--- src/rtl/snake_dir_if.sv ---
// snake_dir_ctrl key/step inputs and heading outputs.
// master drives keys and game control; slave is the controller.
interface snake_dir_if;
    logic       key_up;
    logic       key_down;
    logic       key_left;
    logic       key_right;
    logic       game_run;
    logic       game_clr;
    logic       step_tick;
    logic [1:0] dir;
    logic       dir_upd;
    logic       req_drop;
    logic [1:0] q_cnt;

    modport master (
        output key_up, key_down, key_left, key_right,
        output game_run, game_clr, step_tick,
        input  dir, dir_upd, req_drop, q_cnt
    );

    modport slave (
        input  key_up, key_down, key_left, key_right,
        input  game_run, game_clr, step_tick,
        output dir, dir_upd, req_drop, q_cnt
    );
endinterface

--- src/rtl/snake_dir_ctrl.sv ---
// Snake heading controller: round-robin key arbitration, reversal filter,
// pending-request buffer. SNAKE_DIR_QUEUE_EN selects the 2-entry FIFO.
module snake_dir_ctrl #(
    parameter logic [1:0] INIT_DIR = 2'b11
) (
    input  logic       clk,
    input  logic       rst_n,
    snake_dir_if.slave bus
);
    localparam logic [1:0] D_UP = 2'b00;

    logic [3:0] req;
    logic       act;
    logic       any_req;
    logic       multi;
    logic       legal;
    logic       push;
    logic       pop;
    logic [1:0] win;
    logic [1:0] tail;
    logic [1:0] arb_idx;
    logic       arb_found;

    logic [1:0] rr_q;
    logic [1:0] dir_q, dir_d;
    logic [1:0] cnt_q, cnt_d;
    logic       upd_q;
    logic       drop_q, drop_d;

    // Bit index of req equals the heading code of that key.
    assign req = {bus.key_right, bus.key_left,
                  bus.key_down, bus.key_up};
    assign act = bus.game_run & ~bus.game_clr;
    assign any_req = act & (|req);
    assign multi = (req & (req - 4'd1)) != 4'd0;

    always_comb begin
        win       = rr_q;
        arb_found = 1'b0;
        arb_idx   = rr_q;
        for (int i = 0; i < 4; i++) begin
            arb_idx = rr_q + 2'(i);
            if (!arb_found && req[arb_idx]) begin
                win       = arb_idx;
                arb_found = 1'b1;
            end
        end
    end

    assign legal = (win != tail) && (win != {tail[1], ~tail[0]});

`ifdef SNAKE_DIR_QUEUE_EN
    logic [1:0] q0_q, q0_d;
    logic [1:0] q1_q, q1_d;
    logic [1:0] cnt_pp;

    assign tail = (cnt_q == 2'd0) ? dir_q :
                  (cnt_q == 2'd1) ? q0_q  : q1_q;
    assign pop  = act & bus.step_tick & (cnt_q != 2'd0);
    assign push = any_req & legal & ((cnt_q != 2'd2) | pop);

    always_comb begin
        cnt_pp = cnt_q - {1'b0, pop};
        q0_d   = pop ? q1_q : q0_q;
        q1_d   = q1_q;
        if (push) begin
            if (cnt_pp == 2'd0) q0_d = win;
            else                q1_d = win;
        end
        cnt_d = cnt_pp + {1'b0, push};
        dir_d = pop ? q0_q : dir_q;
    end

    always_ff @(posedge clk or negedge rst_n) begin
        if (!rst_n) begin
            q0_q <= D_UP;
            q1_q <= D_UP;
        end else begin
            q0_q <= q0_d;
            q1_q <= q1_d;
        end
    end
`else
    logic [1:0] pend_q, pend_d;

    // Single pending slot: newest legal request overwrites.
    assign tail = dir_q;
    assign pop  = act & bus.step_tick & cnt_q[0];
    assign push = any_req & legal;

    always_comb begin
        pend_d = push ? win : pend_q;
        cnt_d  = {1'b0, push | (cnt_q[0] & ~pop)};
        dir_d  = pop ? pend_q : dir_q;
    end

    always_ff @(posedge clk or negedge rst_n) begin
        if (!rst_n) pend_q <= D_UP;
        else        pend_q <= pend_d;
    end
`endif

    assign drop_d = (act & multi) | (any_req & ~push);

    always_ff @(posedge clk or negedge rst_n) begin
        if (!rst_n) begin
            rr_q   <= D_UP;
            dir_q  <= INIT_DIR;
            cnt_q  <= 2'd0;
            upd_q  <= 1'b0;
            drop_q <= 1'b0;
        end else if (bus.game_clr) begin
            rr_q   <= D_UP;
            dir_q  <= INIT_DIR;
            cnt_q  <= 2'd0;
            upd_q  <= 1'b0;
            drop_q <= 1'b0;
        end else begin
            if (any_req) rr_q <= win + 2'd1;
            dir_q  <= dir_d;
            cnt_q  <= cnt_d;
            upd_q  <= pop;
            drop_q <= drop_d;
        end
    end

    assign bus.dir      = dir_q;
    assign bus.dir_upd  = upd_q;
    assign bus.req_drop = drop_q;
    assign bus.q_cnt    = cnt_q;
endmodule

--- src/flat_wrapper.sv ---
// flat-port wrapper written by rule: the top's interface ports become plain ports
module snake_dir_ctrl_flat 
#(
    parameter logic [1:0] INIT_DIR = 2'b11
)
  (clk, rst_n, bus_key_up, bus_key_down, bus_key_left, bus_key_right, bus_game_run, bus_game_clr, bus_step_tick, bus_dir, bus_dir_upd, bus_req_drop, bus_q_cnt);
  snake_dir_if bus_i ();
  input  logic clk;
  input  logic rst_n;
  input wire logic [$bits(bus_i.key_up)-1:0] bus_key_up;
  input wire logic [$bits(bus_i.key_down)-1:0] bus_key_down;
  input wire logic [$bits(bus_i.key_left)-1:0] bus_key_left;
  input wire logic [$bits(bus_i.key_right)-1:0] bus_key_right;
  input wire logic [$bits(bus_i.game_run)-1:0] bus_game_run;
  input wire logic [$bits(bus_i.game_clr)-1:0] bus_game_clr;
  input wire logic [$bits(bus_i.step_tick)-1:0] bus_step_tick;
  output wire logic [$bits(bus_i.dir)-1:0] bus_dir;
  output wire logic [$bits(bus_i.dir_upd)-1:0] bus_dir_upd;
  output wire logic [$bits(bus_i.req_drop)-1:0] bus_req_drop;
  output wire logic [$bits(bus_i.q_cnt)-1:0] bus_q_cnt;
  assign bus_i.key_up = bus_key_up;
  assign bus_i.key_down = bus_key_down;
  assign bus_i.key_left = bus_key_left;
  assign bus_i.key_right = bus_key_right;
  assign bus_i.game_run = bus_game_run;
  assign bus_i.game_clr = bus_game_clr;
  assign bus_i.step_tick = bus_step_tick;
  assign bus_dir = bus_i.dir;
  assign bus_dir_upd = bus_i.dir_upd;
  assign bus_req_drop = bus_i.req_drop;
  assign bus_q_cnt = bus_i.q_cnt;
  snake_dir_ctrl #(.INIT_DIR(INIT_DIR)) u_core (.clk(clk), .rst_n(rst_n), .bus(bus_i));
endmodule
--- config.mk ---
export PLATFORM = sky130hd
export DESIGN_NAME = snake_dir_ctrl_flat
export DESIGN_NICKNAME = d
export VERILOG_FILES = /design/src/rtl/snake_dir_if.sv /design/src/rtl/snake_dir_ctrl.sv /design/src/flat_wrapper.sv
export SDC_FILE = /design/constraint.sdc
export NUM_CORES = 1
export LEC_CHECK = 0
export CORE_AREA = 2 2 40 46
export DETAILED_ROUTE_END_ITERATION = 10
export DIE_AREA = 0 0 42 48
export GPL_TIMING_DRIVEN = 0
export PLACE_DENSITY = 0.67
export SLEW_MARGIN = 20
export SYNTH_ARGS = -nofsm -noshare
export SYNTH_HDL_FRONTEND = slang
export SYNTH_SLANG_ARGS = --single-unit
--- constraint.sdc ---
create_clock -name clk -period 2.2 [get_ports clk]
set_input_delay 0.44 -clock clk [delete_from_list [all_inputs] [get_ports clk]]
set_output_delay 0.44 -clock clk [all_outputs]
set_load 0.01 [all_outputs]
==> run_results.csv <==
group,metric,value,unit
setup_path,start_kind,"primary input",
setup_path,cp_slowest_cell,"clkdlybuf4s50_1",
timing,fmax,481,MHz
layout,finalNetCount,99,
layout,utilization,51.2,%
placed_design,hpwl,1010,um
global_routing,grt_max_degree,11,
floorplan,core-area,1520,um2
synthesis,synthArstFlopShare,100,%
setup_path,crit_chain,"clkdlybuf4s50_1 -> clkbuf_4 -> nor3b_1 -> o32a_1 -> mux2i_1 -> mux2_1",
synthesis,synth_area,594,um2
global_routing,grt_pass1_vias,561,
synthesis,synth_top_family_by_area,"compound AO/OA/AOI/OAI gates",
floorplan,ioPinCount,15,
run,maxCapViolations,0,
global_routing,grt-busiest-layer,"met2",
routing,wire_per_inst,12.7,um
timing,min_period,2080,ps
timing,rsz0062_at_grt,"false",
placed_design,placedCellCount,102,
clock_tree,clk_transition_reported_paths,60,ps
routing,wl,1340,um
clock_tree,clock-root-buffer,"clkbuf_4",
global_routing,met2_usage,28.4,%
synthesis,syn_area_per_cell,8.14,um2
timing,drv_slew,0,
setup_path,worstSetupPathType,"in -> reg",
setup_path,end_kind,"flop",
placed_design,io_buffers,12,
layout,regArea,228,um2
synthesis,synth_compound_area_share,26.9,%
setup_path,reg2reg_depth,5,
timing,fin_worst_skew,4.40,ps
synthesis,ys_seq_area_share,38.3,%
clock_tree,worstSkewPairLatency,260,ps
layout,stdcell_count,106,
clock_tree,numCtsBuffers,3,
clock_tree,cts_tree,"built",
routing,via_per_inst,5.35,
layout,drive_gt1_share,11.2,%
setup_path,worst-path-stages,6,
setup_path,crit_path_start,"bus_key_down",
setup_path,required,2340,ps
clock_tree,htreeDepth,1,
synthesis,synthMuxAreaShare,5.26,%
floorplan,start_util,39.1,%
setup_path,critPathBufInv,2,
synthesis,yosysWarnings,0,
synthesis,yosys.area_share.xor_xnor,0,%
floorplan,rows,15,
timing,hold_viol_final,0,
timing,min_period_over_period,94.4,%
pwr,power.leakage,0.000342,uW
routing,dr.pass1.iters,4,
synthesis,ys_ff_latch,9,
clock_tree,postCtsSetupRepairBufs,0,
routing,vias,567,
pwr,ir_worst_vdd,0.000404,V
global_routing,use_met1,19.7,%
setup_path,r2r-start,"u_core.rr_q[0]",
timing,finalSetupViolCount,0,
routing,first_iter_violations,8,
placed_design,gp_congestion,0.753,
synthesis,synth_edf_count,0,
floorplan,die_h,48,um
synthesis,synth_nets,82,
routing,postRouteAntennaNets,0,
pwr,power-per-cell-area,575,nW/um2
layout,n_antenna_cell,0,
synthesis,synthAdderAreaFrac,0,%
layout,nFillCells,152,
global_routing,grt-ovfl-total,0,
clock_tree,cts_buffer_depth,2,
synthesis,synth_simple_gate_area_share,21.9,%
layout,syn_to_final_growth,30.9,%
floorplan,die_w,42,um
synthesis,ys_types,29,
synthesis,ys.flop_type,"dfrtp_1",
min_path,min_path_type,"in -> async",
synthesis,syn_inst,73,
global_routing,grt.met3_usage,3.02,%
setup_path,max_stage_delay,540,ps
setup_path,crit_family,"buffers and inverters",
floorplan,die_area,2020,um2
global_routing,grt_pass1_wl,2400,um
clock_tree,cts_sinks,9,
setup_path,cp_max_fo,10,
layout,final_cell_mix,"11 x clkdlybuf4s50_1, 9 x nor2_1, 9 x o21ai_0, 7 x dfrtp_1, 6 x nand2_1",
synthesis,ys_top_cells_by_area,"dfrtp_1 29%, dfstp_2 8.8%, o21ai_0 7.6%, nor2_1 5.7%, nand2_1 3.8%",
layout,final_common_cell,"clkdlybuf4s50_1",
timing,hold_slack,478,ps
global_routing,antenna_found_initial,0,
synthesis,yosysTopAreaCell,"dfrtp_1",
global_routing,grt_use_total,16.4,%
routing,drc,0,
status,status,"complete, no violations",
clock_tree,cts_hold_buffers,0,
layout,multiInputGateArea,337,um2
synthesis,synth_top_area_share,29.5,%
setup_path,crit_arrival,2220,ps
-- through the flow --
stage / setup TNS [ps] / setup WS, ps / instance area, um2 / total power (uW)
CTS: 0 / 67.9 / 773 / 453
finish: 0 / 122 / 778 / 447
detailed placement: -429 / -300 / 736 / 318
global route: 0 / 1.53 / 778 / 482
floorplan: 0 / 400 / 594 / 271
global placement: -335 / -262 / 736 / 316
-- synth_stat cells, drive strengths merged (3+ instances only) --
library cell  count
nand2             6
a21oi             4
inv               4
nor2b             3
o22ai             3
nor2              9
dfrtp             7
o21ai             9
buf               4
-- layout make-up --
class	count	share of cell area [%]
multi-input combinational	55	43.2
sequential	9	29.3
timing repair buffer	12	15.8
buffer	5	3.70
clock buffer	4	3.38
tap	17	2.73
inverter	4	1.93
-- what timing repair did --
item / CTS / global route
endpoints found under the setup margin: 1 / 1
pin swaps: 0 / 0
resized for setup: 1 / 2
-- cells by family (layout without fill, tap and decap cells) --
kind of cell	count (synthesis)	after routing
simple gates	27	27
compound gates	24	24
flops	9	9
buf+inv	9	25
mux	3	3
other cells	1	1
-- path summary, 6_finish.rpt --
path,to,slack (ps)
setup / recovery,u_core.pend_q[0],120
hold / removal,u_core.bus.dir_upd,480
setup reg to reg,u_core.pend_q[0],410
hold reg to reg,u_core.bus.dir[0],500
max in group asynchronous,u_core.bus.dir[1],1390
min in group clk,u_core.bus.dir[0],500
-- power breakdown --
part,switching (uW),internal (uW)
combinational,56.9,55.4
sequential,17.2,189
clock,59.1,70.0
total,133,314
-- per-layer routing --
layer,part of all wire [%],vias to the layer above
met1,48,257
met3,4.4,4
met4,1.8,0
met5,0,-
met2,46,12
li1,-,294
-- flip-flops by register name (all words and copies together), names as in the netlist --
signal,count
u_core.bus.dir,2
u_core.bus.dir_upd,1
u_core.bus.req_drop,1
u_core.pend_q,2
u_core.bus.q_cnt,1
u_core.rr_q,2
Power figures use the tool's default switching activity.
